**src/rtl/wb_fabric_cfg_ctrl_if.sv**
```systemverilog
// -----------------------------------------------------------------------------
// wb_fabric_cfg_ctrl_if
//
// Bundles the upstream Wishbone slave port and the downstream fabric master
// port of wb_fabric_cfg_ctrl.
//
// Signals:
//   wbs_stb_i, wbs_cyc_i, wbs_we_i   upstream Wishbone control
//   wbs_sel_i[3:0]                   upstream byte select
//   wbs_dat_i[31:0]                  upstream write data
//   wbs_adr_i[31:0]                  upstream address
//   wbs_ack_o                        upstream ack
//   wbs_dat_o[31:0]                  upstream read data
//   fab_stb_o, fab_cyc_o, fab_we_o   fabric control
//   fab_sel_o[3:0]                   fabric byte select
//   fab_dat_o[31:0]                  fabric write data
//   fab_adr_o[31:0]                  fabric address
//   fab_ack_i                        fabric ack (already muxed by configuration)
//   fab_dat_i[31:0]                  fabric read data (already muxed)
//
// Modports:
//   slave  - the controller's view (takes upstream requests, drives fabric)
//   master - the environment's view (issues upstream requests, answers fabric)
// -----------------------------------------------------------------------------
interface wb_fabric_cfg_ctrl_if;
    logic        wbs_stb_i;
    logic        wbs_cyc_i;
    logic        wbs_we_i;
    logic [3:0]  wbs_sel_i;
    logic [31:0] wbs_dat_i;
    logic [31:0] wbs_adr_i;
    logic        wbs_ack_o;
    logic [31:0] wbs_dat_o;

    logic        fab_stb_o;
    logic        fab_cyc_o;
    logic        fab_we_o;
    logic [3:0]  fab_sel_o;
    logic [31:0] fab_dat_o;
    logic [31:0] fab_adr_o;
    logic        fab_ack_i;
    logic [31:0] fab_dat_i;

    modport slave (
        input  wbs_stb_i, wbs_cyc_i, wbs_we_i, wbs_sel_i, wbs_dat_i, wbs_adr_i,
        output wbs_ack_o, wbs_dat_o,
        output fab_stb_o, fab_cyc_o, fab_we_o, fab_sel_o, fab_dat_o, fab_adr_o,
        input  fab_ack_i, fab_dat_i
    );

    modport master (
        output wbs_stb_i, wbs_cyc_i, wbs_we_i, wbs_sel_i, wbs_dat_i, wbs_adr_i,
        input  wbs_ack_o, wbs_dat_o,
        input  fab_stb_o, fab_cyc_o, fab_we_o, fab_sel_o, fab_dat_o, fab_adr_o,
        output fab_ack_i, fab_dat_i
    );
endinterface

```
**src/rtl/wb_fabric_cfg_ctrl.sv**
```systemverilog
// -----------------------------------------------------------------------------
// wb_fabric_cfg_ctrl
//
// Wishbone front-end for the 2x2 horizontal-line routing fabric. Owns the
// fabric configuration register, serves CFG (CFG_ADDR) and STATUS
// (CFG_ADDR+4) locally, and forwards every other access to the fabric, one
// transaction at a time. configuration only changes on a local access, so it
// is stable for the whole life of a forwarded transaction.
//
// Optional feature macro: FAB_TIMEOUT_EN
//   defined   - forwarded transactions are bounded by a TIMEOUT-cycle timer;
//               a timeout returns 32'hDEAD_BEEF, sets a sticky flag and bumps
//               a saturating 8-bit count, both visible in STATUS.
//   undefined - no timer; FWD waits for fab_ack_i or a master abort, STATUS
//               reads 0 and writes to it are acked without effect.
//
// Parameters:
//   CFG_ADDR  address of CFG; STATUS is at CFG_ADDR+4
//   TIMEOUT   forwarded-transaction timeout in cycles (1..255)
//
// Ports:
//   wb_clk_i       clock
//   wb_rst_i       asynchronous active-high reset
//   bus            wb_fabric_cfg_ctrl_if.slave (upstream + fabric signals)
//   configuration  fabric configuration register (registered)
// -----------------------------------------------------------------------------
module wb_fabric_cfg_ctrl #(
    parameter logic [31:0] CFG_ADDR = 32'h3000_FF00,
    parameter int unsigned TIMEOUT  = 255
) (
    input  logic                       wb_clk_i,
    input  logic                       wb_rst_i,
    wb_fabric_cfg_ctrl_if.slave        bus,
    output logic [3:0]                 configuration
);
    typedef enum logic [1:0] {
        IDLE = 2'd0,
        FWD  = 2'd1,
        ACK  = 2'd2
    } state_e;

    localparam logic [31:0] STATUS_ADDR = CFG_ADDR + 32'd4;
    localparam logic [31:0] TMO_DATA    = 32'hDEAD_BEEF;

    state_e      state_q, state_d;
    logic        ack_q, ack_d;
    logic [31:0] rdat_q, rdat_d;
    logic        fab_req_q, fab_req_d;  // drives both fab_stb_o and fab_cyc_o
    logic        fab_we_q, fab_we_d;
    logic [3:0]  fab_sel_q, fab_sel_d;
    logic [31:0] fab_dat_q, fab_dat_d;
    logic [31:0] fab_adr_q, fab_adr_d;
    logic [3:0]  cfg_q, cfg_d;

`ifdef FAB_TIMEOUT_EN
    // The timer holds the number of FWD edges already survived, so the
    // timeout fires on the edge where it reads TIMEOUT-1 (edge TIMEOUT).
    localparam logic [7:0] TIMER_LAST = 8'(TIMEOUT - 1);

    logic [7:0]  timer_q, timer_d;
    logic        tmo_flag_q, tmo_flag_d;
    logic [7:0]  tmo_cnt_q, tmo_cnt_d;
`endif

    logic        req;
    logic        hit_cfg;
    logic        hit_status;
    logic [31:0] status_word;

    assign req        = bus.wbs_stb_i & bus.wbs_cyc_i;
    assign hit_cfg    = (bus.wbs_adr_i == CFG_ADDR);
    assign hit_status = (bus.wbs_adr_i == STATUS_ADDR);

`ifdef FAB_TIMEOUT_EN
    assign status_word = {16'b0, tmo_cnt_q, 7'b0, tmo_flag_q};
`else
    assign status_word = 32'b0;
`endif

    // Next-state and output logic.
    // NOTE: every _d is given its hold value before the case statement, so no
    // path through the block leaves a variable unassigned and no latch is
    // inferred.
    always_comb begin
        state_d   = state_q;
        ack_d     = 1'b0;
        rdat_d    = rdat_q;
        fab_req_d = fab_req_q;
        fab_we_d  = fab_we_q;
        fab_sel_d = fab_sel_q;
        fab_dat_d = fab_dat_q;
        fab_adr_d = fab_adr_q;
        cfg_d     = cfg_q;
`ifdef FAB_TIMEOUT_EN
        timer_d    = timer_q;
        tmo_flag_d = tmo_flag_q;
        tmo_cnt_d  = tmo_cnt_q;
`endif

        case (state_q)
            IDLE: begin
                if (req) begin
                    if (hit_cfg || hit_status) begin
                        state_d = ACK;
                        ack_d   = 1'b1;
                        if (bus.wbs_we_i) begin
                            rdat_d = 32'b0;
                            if (hit_cfg && bus.wbs_sel_i[0]) begin
                                cfg_d = bus.wbs_dat_i[3:0];
                            end
`ifdef FAB_TIMEOUT_EN
                            if (hit_status) begin
                                tmo_flag_d = 1'b0;
                                tmo_cnt_d  = 8'd0;
                            end
`endif
                        end else begin
                            rdat_d = hit_cfg ? {28'b0, cfg_q} : status_word;
                        end
                    end else begin
                        state_d   = FWD;
                        fab_req_d = 1'b1;
                        fab_we_d  = bus.wbs_we_i;
                        fab_sel_d = bus.wbs_sel_i;
                        fab_dat_d = bus.wbs_dat_i;
                        fab_adr_d = bus.wbs_adr_i;
`ifdef FAB_TIMEOUT_EN
                        timer_d   = 8'd0;
`endif
                    end
                end
            end

            FWD: begin
                // Abort outranks ack: a master that has dropped cyc must never
                // see an ack for the abandoned cycle.
                if (!bus.wbs_cyc_i) begin
                    state_d   = IDLE;
                    fab_req_d = 1'b0;
                end else if (bus.fab_ack_i) begin
                    state_d   = ACK;
                    ack_d     = 1'b1;
                    fab_req_d = 1'b0;
                    rdat_d    = fab_we_q ? 32'b0 : bus.fab_dat_i;
                end
`ifdef FAB_TIMEOUT_EN
                else if (timer_q == TIMER_LAST) begin
                    state_d    = ACK;
                    ack_d      = 1'b1;
                    fab_req_d  = 1'b0;
                    rdat_d     = TMO_DATA;
                    tmo_flag_d = 1'b1;
                    if (tmo_cnt_q != 8'hFF) begin
                        tmo_cnt_d = tmo_cnt_q + 8'd1;
                    end
                end else begin
                    timer_d = timer_q + 8'd1;
                end
`endif
            end

            // One-cycle ack; the request is deliberately not looked at here
            // so a strobe the master has not yet dropped is not re-served.
            ACK: begin
                state_d = IDLE;
            end

            default: begin
                state_d = IDLE;
            end
        endcase
    end

    // NOTE: state registers use non-blocking assignments so every flop
    // samples the pre-edge value of every other flop, independent of order.
    always_ff @(posedge wb_clk_i or posedge wb_rst_i) begin
        if (wb_rst_i) begin
            state_q    <= IDLE;
            ack_q      <= 1'b0;
            rdat_q     <= 32'b0;
            fab_req_q  <= 1'b0;
            fab_we_q   <= 1'b0;
            fab_sel_q  <= 4'b0;
            fab_dat_q  <= 32'b0;
            fab_adr_q  <= 32'b0;
            cfg_q      <= 4'b0;
`ifdef FAB_TIMEOUT_EN
            timer_q    <= 8'd0;
            tmo_flag_q <= 1'b0;
            tmo_cnt_q  <= 8'd0;
`endif
        end else begin
            state_q    <= state_d;
            ack_q      <= ack_d;
            rdat_q     <= rdat_d;
            fab_req_q  <= fab_req_d;
            fab_we_q   <= fab_we_d;
            fab_sel_q  <= fab_sel_d;
            fab_dat_q  <= fab_dat_d;
            fab_adr_q  <= fab_adr_d;
            cfg_q      <= cfg_d;
`ifdef FAB_TIMEOUT_EN
            timer_q    <= timer_d;
            tmo_flag_q <= tmo_flag_d;
            tmo_cnt_q  <= tmo_cnt_d;
`endif
        end
    end

    assign bus.wbs_ack_o = ack_q;
    assign bus.wbs_dat_o = rdat_q;
    assign bus.fab_stb_o = fab_req_q;
    assign bus.fab_cyc_o = fab_req_q;
    assign bus.fab_we_o  = fab_we_q;
    assign bus.fab_sel_o = fab_sel_q;
    assign bus.fab_dat_o = fab_dat_q;
    assign bus.fab_adr_o = fab_adr_q;
    assign configuration = cfg_q;
endmodule

```
**src/flat_wrapper.sv**
```systemverilog
// flat-port wrapper written by rule: the top's interface ports become plain ports
module wb_fabric_cfg_ctrl_flat 
#(
    parameter logic [31:0] CFG_ADDR = 32'h3000_FF00,
    parameter int unsigned TIMEOUT  = 255
)
  (wb_clk_i, wb_rst_i, configuration, bus_wbs_stb_i, bus_wbs_cyc_i, bus_wbs_we_i, bus_wbs_sel_i, bus_wbs_dat_i, bus_wbs_adr_i, bus_wbs_ack_o, bus_wbs_dat_o, bus_fab_stb_o, bus_fab_cyc_o, bus_fab_we_o, bus_fab_sel_o, bus_fab_dat_o, bus_fab_adr_o, bus_fab_ack_i, bus_fab_dat_i);
  wb_fabric_cfg_ctrl_if bus_i ();
  input  logic wb_clk_i;
  input  logic wb_rst_i;
  output logic [3:0] configuration;
  input wire logic [$bits(bus_i.wbs_stb_i)-1:0] bus_wbs_stb_i;
  input wire logic [$bits(bus_i.wbs_cyc_i)-1:0] bus_wbs_cyc_i;
  input wire logic [$bits(bus_i.wbs_we_i)-1:0] bus_wbs_we_i;
  input wire logic [$bits(bus_i.wbs_sel_i)-1:0] bus_wbs_sel_i;
  input wire logic [$bits(bus_i.wbs_dat_i)-1:0] bus_wbs_dat_i;
  input wire logic [$bits(bus_i.wbs_adr_i)-1:0] bus_wbs_adr_i;
  output wire logic [$bits(bus_i.wbs_ack_o)-1:0] bus_wbs_ack_o;
  output wire logic [$bits(bus_i.wbs_dat_o)-1:0] bus_wbs_dat_o;
  output wire logic [$bits(bus_i.fab_stb_o)-1:0] bus_fab_stb_o;
  output wire logic [$bits(bus_i.fab_cyc_o)-1:0] bus_fab_cyc_o;
  output wire logic [$bits(bus_i.fab_we_o)-1:0] bus_fab_we_o;
  output wire logic [$bits(bus_i.fab_sel_o)-1:0] bus_fab_sel_o;
  output wire logic [$bits(bus_i.fab_dat_o)-1:0] bus_fab_dat_o;
  output wire logic [$bits(bus_i.fab_adr_o)-1:0] bus_fab_adr_o;
  input wire logic [$bits(bus_i.fab_ack_i)-1:0] bus_fab_ack_i;
  input wire logic [$bits(bus_i.fab_dat_i)-1:0] bus_fab_dat_i;
  assign bus_i.wbs_stb_i = bus_wbs_stb_i;
  assign bus_i.wbs_cyc_i = bus_wbs_cyc_i;
  assign bus_i.wbs_we_i = bus_wbs_we_i;
  assign bus_i.wbs_sel_i = bus_wbs_sel_i;
  assign bus_i.wbs_dat_i = bus_wbs_dat_i;
  assign bus_i.wbs_adr_i = bus_wbs_adr_i;
  assign bus_wbs_ack_o = bus_i.wbs_ack_o;
  assign bus_wbs_dat_o = bus_i.wbs_dat_o;
  assign bus_fab_stb_o = bus_i.fab_stb_o;
  assign bus_fab_cyc_o = bus_i.fab_cyc_o;
  assign bus_fab_we_o = bus_i.fab_we_o;
  assign bus_fab_sel_o = bus_i.fab_sel_o;
  assign bus_fab_dat_o = bus_i.fab_dat_o;
  assign bus_fab_adr_o = bus_i.fab_adr_o;
  assign bus_i.fab_ack_i = bus_fab_ack_i;
  assign bus_i.fab_dat_i = bus_fab_dat_i;
  wb_fabric_cfg_ctrl #(.CFG_ADDR(CFG_ADDR), .TIMEOUT(TIMEOUT)) u_core (.wb_clk_i(wb_clk_i), .wb_rst_i(wb_rst_i), .bus(bus_i), .configuration(configuration));
endmodule
```
**config.mk**
```make
export PLATFORM = sky130hd
export DESIGN_NAME = wb_fabric_cfg_ctrl_flat
export DESIGN_NICKNAME = d
export VERILOG_FILES = /design/src/rtl/wb_fabric_cfg_ctrl_if.sv /design/src/rtl/wb_fabric_cfg_ctrl.sv /design/src/flat_wrapper.sv
export SDC_FILE = /design/constraint.sdc
export NUM_CORES = 1
export LEC_CHECK = 0
export BUFFER_PORTS_ARGS = -buffer_cell sky130_fd_sc_hd__buf_2
export CORE_MARGIN = 5
export CORE_UTILIZATION = 40
export DETAILED_ROUTE_END_ITERATION = 6
export HOLD_SLACK_MARGIN = 0.12
export PLACE_DENSITY = 0.69
export SYNTH_ARGS = -nofsm -noshare
export SYNTH_HDL_FRONTEND = slang
export SYNTH_SLANG_ARGS = --single-unit
```
**constraint.sdc**
```tcl
create_clock -name wb_clk_i -period 7.4 [get_ports wb_clk_i]
set_input_delay 0.37 -clock wb_clk_i [delete_from_list [all_inputs] [get_ports wb_clk_i]]
set_output_delay 0.37 -clock wb_clk_i [all_outputs]
set_load 0.1 [all_outputs]
```
==> results of run 1 <==
## per-stage QoR
step / hold slack, ns / utilization [%]
2_1_floorplan: 0.502 / -
6_report: 0.253 / 52.2
5_1_grt: 0.238 / 52.2
3_5_place_dp: 0.446 / 49.4
4_1_cts: 0.238 / 52.2
3_3_place_gp: 0.444 / 49.4
## state kept, by name, indices dropped and copies added, names as in the netlist
name and flops:
u_core.bus.fab_adr_o 32, u_core.bus.fab_dat_o 32, u_core.bus.wbs_dat_o 32, u_core.bus.fab_sel_o 4
u_core.configuration 4, u_core.state_q 2, u_core.bus.fab_cyc_o 1, u_core.bus.fab_we_o 1
u_core.bus.wbs_ack_o 1
## cells by family after synthesis
logic type	after synthesis	share of synthesized area, %
buffers and inverters	48	7.16
AND/OR/NAND/NOR	58	6.78
multiplexers	101	27.9
flip-flops	109	56.0
AO/OA/AOI/OAI	13	2.23
## how the worst max path moves through the flow
stage / start / slack [ns] / cells past startpoint / endpoint
finish: bus_wbs_adr_i[16] / 4.15 / 6 / u_core.bus.fab_dat_o[4]
global route: bus_wbs_adr_i[16] / 4.04 / 6 / u_core.bus.fab_dat_o[18]
CTS: bus_wbs_adr_i[16] / 4.17 / 6 / u_core.bus.fab_dat_o[4]
detailed placement: bus_wbs_adr_i[16] / 3.79 / 6 / u_core.bus.fab_dat_o[18]
global placement: bus_wbs_adr_i[16] / 3.87 / 6 / u_core.bus.fab_dat_o[17]
floorplan: wb_rst_i / 4.16 / 1 / u_core.bus.fab_adr_o[0]
## layout make-up
cell class / instances / area share, %
Tap cell: 147 / 2.95
Clock buffer: 14 / 4.55
Inverter: 29 / 1.78
Clock inverter: 2 / 0.621
Sequential cell: 109 / 43.7
Multi-Input combinational cell: 172 / 28.8
Timing Repair Buffer: 217 / 17.6
## synthesized netlist by cell type
library cell	count	share of area [%]
a31o_2	2	0.36
mux2i_1	28	5.8
mux2_2	1	0.23
or4_1	4	0.62
and3_1	1	0.13
clkbuf_1	4	0.31
a21bo_4	1	0.33
nand3b_1	1	0.15
dfrtp_1	109	56
nand4b_1	1	0.18
nor3_1	1	0.10
or4b_1	1	0.21
a21bo_1	1	0.21
nor3_2	1	0.21
mux2_1	4	0.92
buf_2	1	0.10
nand2_1	35	2.7
nor4_4	2	0.87
o21ai_0	1	0.10
buf_4	2	0.31
nor2b_1	2	0.26
nand4_4	1	0.44
buf_6	4	0.92
nand4_1	5	0.64
buf_12	8	3.3
mux2_4	68	21
a31oi_1	4	0.51
a311oi_1	4	0.72
inv_1	29	2.2
nor2_1	2	0.15
nand2b_1	1	0.13
## power groups by stage
stage | clock [W] | combinational (W) | sequential [W]
6_report | 0.000506 | 0.00133 | 0.000789
5_1_grt | 0.000546 | 0.00136 | 0.000805
4_1_cts | 0.000523 | 0.00134 | 0.000790
3_5_place_dp | 0 | 0.00133 | 0.000798
3_3_place_gp | 0 | 0.00132 | 0.000796
2_1_floorplan | 0 | 0.000225 | 0.00170
## repair_timing
| item | CTS | global route |
|---|---|---|
| hold buffers | 1 | 0 |
| buffers inserted | 0 | 0 |
| endpoints found under the setup margin | 0 | 0 |
| endpoints found under the hold margin | 41 | 0 |
## worst max-delay path, stage by stage
cell and delay (ns):
buf_2 0.10, or4_1 0.58, nor4_4 0.75, a21bo_4 0.34, buf_4 0.85, mux2_4 0.36
## cells in the final DEF, fill, tap and decap left out, drive strengths merged, types with 2 or more instances in the layout
| cell | instances |
|---|---|
| mux2 | 73 |
| a311oi | 4 |
| a21bo | 2 |
| nor4 | 2 |
| nand4 | 6 |
| nor3 | 2 |
| nor2b | 2 |
| dfrtp | 109 |
| mux2i | 28 |
| or4 | 4 |
| nand2 | 35 |
| a31oi | 4 |
| buf | 216 |
| inv | 29 |
| nor2 | 2 |
| a31o | 2 |
| clkbuf | 14 |
## layer usage
metal	wire [um]	part of all wire, %	vias up
li1	-	-	1550
met1	4970	43	1588
met2	5450	47	132
met3	966	8.4	11
met4	134	1.2	0
met5	0	0	-
==> flow_summary.toml, run 1 <==
[cts]
cts-root-buf = "clkbuf_16"
clockBufferDepth = 2
tritoncts = "built"
numClockSinks = 109
clkTransAtPathRegs_ns = 0.07
numCtsBuffers = 9
cts_resized = 0
worstSkewPairLatency_ns = 0.34
htree_levels = 3

[flow_run]
cap_violations = 0

[placed_design]
routabilityCongestion = 0.814
dpl_cell_area_sq_um = 5910
dpl.cell_count = 673
placement.io_buffers = 213
place_hpwl_um = 8610
pre_cts_ws_ns = 3.79

[yosys]
synth_fp_nets = 435
synth-warning-count = 0
syn_area_sq_um = 4870
synthCells = 329
yosysSeqAreaShare_pct = 56.0
synth.avg_cell_area_sq_um = 14.8
ys_types = 31
ys_seq_elements = 109

[power]
p_total_w = 0.00262
p_int_w = 0.00126
p_comb_share_pct = 50.6
p_switching_w = 0.00136
pwr-share-seq_pct = 30.1
powerDensity_nw_per_um2 = 420
netSwitchingFraction_pct = 51.8
pwr-share-clk_pct = 19.3
ir_drop_mv = 0.187
p_leak_nw = 3.31

[cells_and_area]
fill_cells = 1005
n_antenna_cell = 0
final_cells = 690
final_cell_area_sq_um = 6240
area_growth_pct = 28.1
drive_gt1_share_pct = 56.9
multi_input_area_sq_um = 1800
final_nets = 644
seq_area_sq_um = 2730

[worst_setup_path]
cp-start-kind = "input port"
crit_path_end_kind = "flip-flop"
rr_worst_depth = 4
timing.rr.end = "u_core.bus.fab_dat_o[4]"
critPathMaxFanout = 63
worstReg2RegStart = "u_core.state_q[1]"
critPathKind = "input port to flip-flop"
critPathArrivalTime_ns = 3.46
regToRegSetupSlack_ns = 5.01
required_ns = 7.62

[min_path]
worstHoldPathType = "input port to flip-flop"
holdPathStages = 2
worstHoldStart = "bus_wbs_dat_i[31]"
min_to = "u_core.bus.fab_dat_o[31]"

[drt]
dr.pass1.iters = 4
drt_iter0_markers = 212
routed-via-count = 3281
routedWlPerCell_um = 16.7
drc = 0
drt_wl_total_um = 11500
ant_nets = 0
via_per_inst = 4.76

[grt]
antenna_found_initial = 0
first_global_vias = 3514
globalRouteMet1Util_pct = 20.2
grtUsageMet2_pct = 25.1
overflow = 0
grt_start_max_net_pins = 69
track_usage_pct = 15.7
grt_use_met3_pct = 4.96
grt_pass1_wl_um = 18100
busiest_layer = "met2"

[timing]
setup_slack_ns = 4.15
finClkSkew_ns = 0.00964
tns_ns = 0
rsz0062_at_grt = "no"
drv_slew = 0
worstMarginPinSlew_ns = 1.15
period_needed_ns = 3.25
period_share_pct = 43.9
fmax_ghz = 0.308
max_slew_margin_pct = 23.2
setup_viol = 0
final_hold_viol_count = 0

[status]
status = "finished clean"

[floorplan]
dieArea_sq_um = 14500
fp.dieW_um = 120
ios = 214
initial_utilization_pct = 40.7
die_y_um = 120
rows = 40
core-area_sq_um = 12000
Note: power is estimated with default switching activity, not from simulation.
==> run 2, diff against run 1 <==
==> constraint.sdc (replaced) <==
create_clock -name wb_clk_i -period 3.08 [get_ports wb_clk_i]
set_input_delay 0.154 -clock wb_clk_i [delete_from_list [all_inputs] [get_ports wb_clk_i]]
set_output_delay 0.154 -clock wb_clk_i [all_outputs]
set_load 0.1 [all_outputs]
==> flow_summary.toml, run 2 (synthesis results as in run 1) <==
[placed_design]
routabilityCongestion = 0.777
placement.io_buffers = 213
place_hpwl_um = 8600
dpl.cell_count = 678

[cts]
clockBufferDepth = 2
cts-root-buf = "clkbuf_16"
numClockSinks = 109
clkTransAtPathRegs_ns = 0.07
cts_resized = 0
hold_buffers = 102
worstSkewPairLatency_ns = 0.34
htree_levels = 3
numCtsBuffers = 9
cts_setup_buffers = 0
tritoncts = "built"

[drt]
via_per_inst = 4.72
drt_iter0_markers = 201
routedWlPerCell_um = 17.1
routed-via-count = 3757
drt_wl_total_um = 13600
drc = 0
ant_nets = 0
dr.pass1.iters = 4

[cells_and_area]
multi_input_area_sq_um = 1800
fill_cells = 900
n_antenna_cell = 0
final_nets = 750
final_common_cell = "buf_2"
final_cells = 796
mostFrequentLayoutCells = "213 x buf_2, 109 x dfrtp_1, 102 x dlygate4sd3_1"
drive_gt1_share_pct = 48.4
final_core_util_pct = 61.3
seq_area_sq_um = 2730
area_growth_pct = 50.5

[floorplan]
rows = 40
core-area_sq_um = 12000
initial_utilization_pct = 40.7
fp.dieW_um = 120
die_y_um = 120
dieArea_sq_um = 14500
ios = 214

[status]
status = "finished clean"

[grt]
first_global_vias = 4180
grt_pass1_wl_um = 21600
antenna_found_initial = 0
overflow = 0
grt_start_max_net_pins = 62
track_usage_pct = 19.0

[timing]
period_share_pct = 88.1
final_hold_viol_count = 0
worstMarginPinSlew_ns = 0.754
drv_slew = 0
fmax_ghz = 0.368
max_slew_margin_pct = 49.8
setup_viol = 0
finClkSkew_ns = 0.00630
period_needed_ns = 2.71
tns_ns = 0
rsz0062_at_grt = "no"

[worst_setup_path]
critPathArrivalTime_ns = 2.97
cp_top_family = "buffers and inverters"
critical_path_buf_inv_count = 4
required_ns = 3.34
path_common_cell = "buf_4"
slowest_stage = "or4_1"
cp-start-kind = "input port"
crit_path_end_kind = "flip-flop"
path_cells = "dlygate4sd3_1, buf_2, or4_1, nor4_4, buf_4, a31o_2, buf_4, mux2i_1"
cp-startpoint = "bus_wbs_adr_i[16]"
critPathMaxStageDelay_ns = 0.59
worstReg2RegStart = "u_core.state_q[0]"
critPathKind = "input port to flip-flop"
critPathMaxFanout = 33

[power]
ir_drop_mv = 0.530
p_leak_nw = 3.78
powerDensity_nw_per_um2 = 882

[min_path]
worstHoldStart = "bus_fab_ack_i"
worstHoldPathType = "input port to flip-flop"

[flow_run]
cap_violations = 0
==> run 2: cell types whose count changed in the layout (fill, tap and decap cells not counted), sizes merged <==
cell         change
bufinv           +1
dlygate4sd3    +101
clkbuf           -2
buf              +5
clkinv           +1
==> run 2: per-layer routing <==
metal | wire length, um | GRT usage (%) | up-vias
met5 | 0 | 0 | -
met4 | 516 | 9.77 | 0
met3 | 916 | 4.96 | 39
met2 | 6650 | 31.5 | 159
met1 | 5500 | 22.7 | 1809
li1 | - | - | 1750
==> run 2: final timing paths <==
path,end,slack [ns],depth (start not counted)
max,u_core.bus.wbs_dat_o[5],0.37,8
min,u_core.state_q[0],0.16,3
max reg2reg,u_core.bus.wbs_dat_o[5],1.21,5
min reg2reg,u_core.bus.fab_adr_o[3],0.50,1
max in group asynchronous,u_core.bus.fab_dat_o[6],1.81,4
min in group asynchronous,u_core.bus.fab_dat_o[19],0.52,3
==> run 2: worst reg2reg max path, delay by kind of cell, from the launching register on <==
| kind | cells | cell delay, ns |
|---|---|---|
| flip-flops | 1 | 0.38 |
| multiplexers | 1 | 0.30 |
| AND/OR/NAND/NOR | 2 | 0.54 |
| AO/OA/AOI/OAI | 1 | 0.14 |
| buffers and inverters | 1 | 0.43 |
==> run 2: final cells by class <==
cell class	count	area share, %
clock buffers	12	3.50
clock inverters	4	0.955
inverters	29	1.52
multi-input cells	172	24.5
flip-flops and latches	109	37.2
well taps	147	2.51
repair buffers	323	29.8
==> run 2: metrics by stage <==
step,setup WS (ns),area [sq um],total power (W),hold WS [ns]
after floorplan,0.0521,4870,0.00462,0.286
final,0.366,7330,0.00647,0.163
after CTS,0.416,7330,0.00650,0.143
after global routing,0.256,7330,0.00669,0.156
after global placement,0.656,5990,0.00510,0.339
after detailed placement,0.595,5990,0.00513,0.355
==> run 2: power breakdown <==
| group | internal, W | switching, W |
|---|---|---|
| sequential | 0.00173 | 0.000174 |
| clock | 0.000755 | 0.000493 |
| combinational | 0.000674 | 0.00264 |
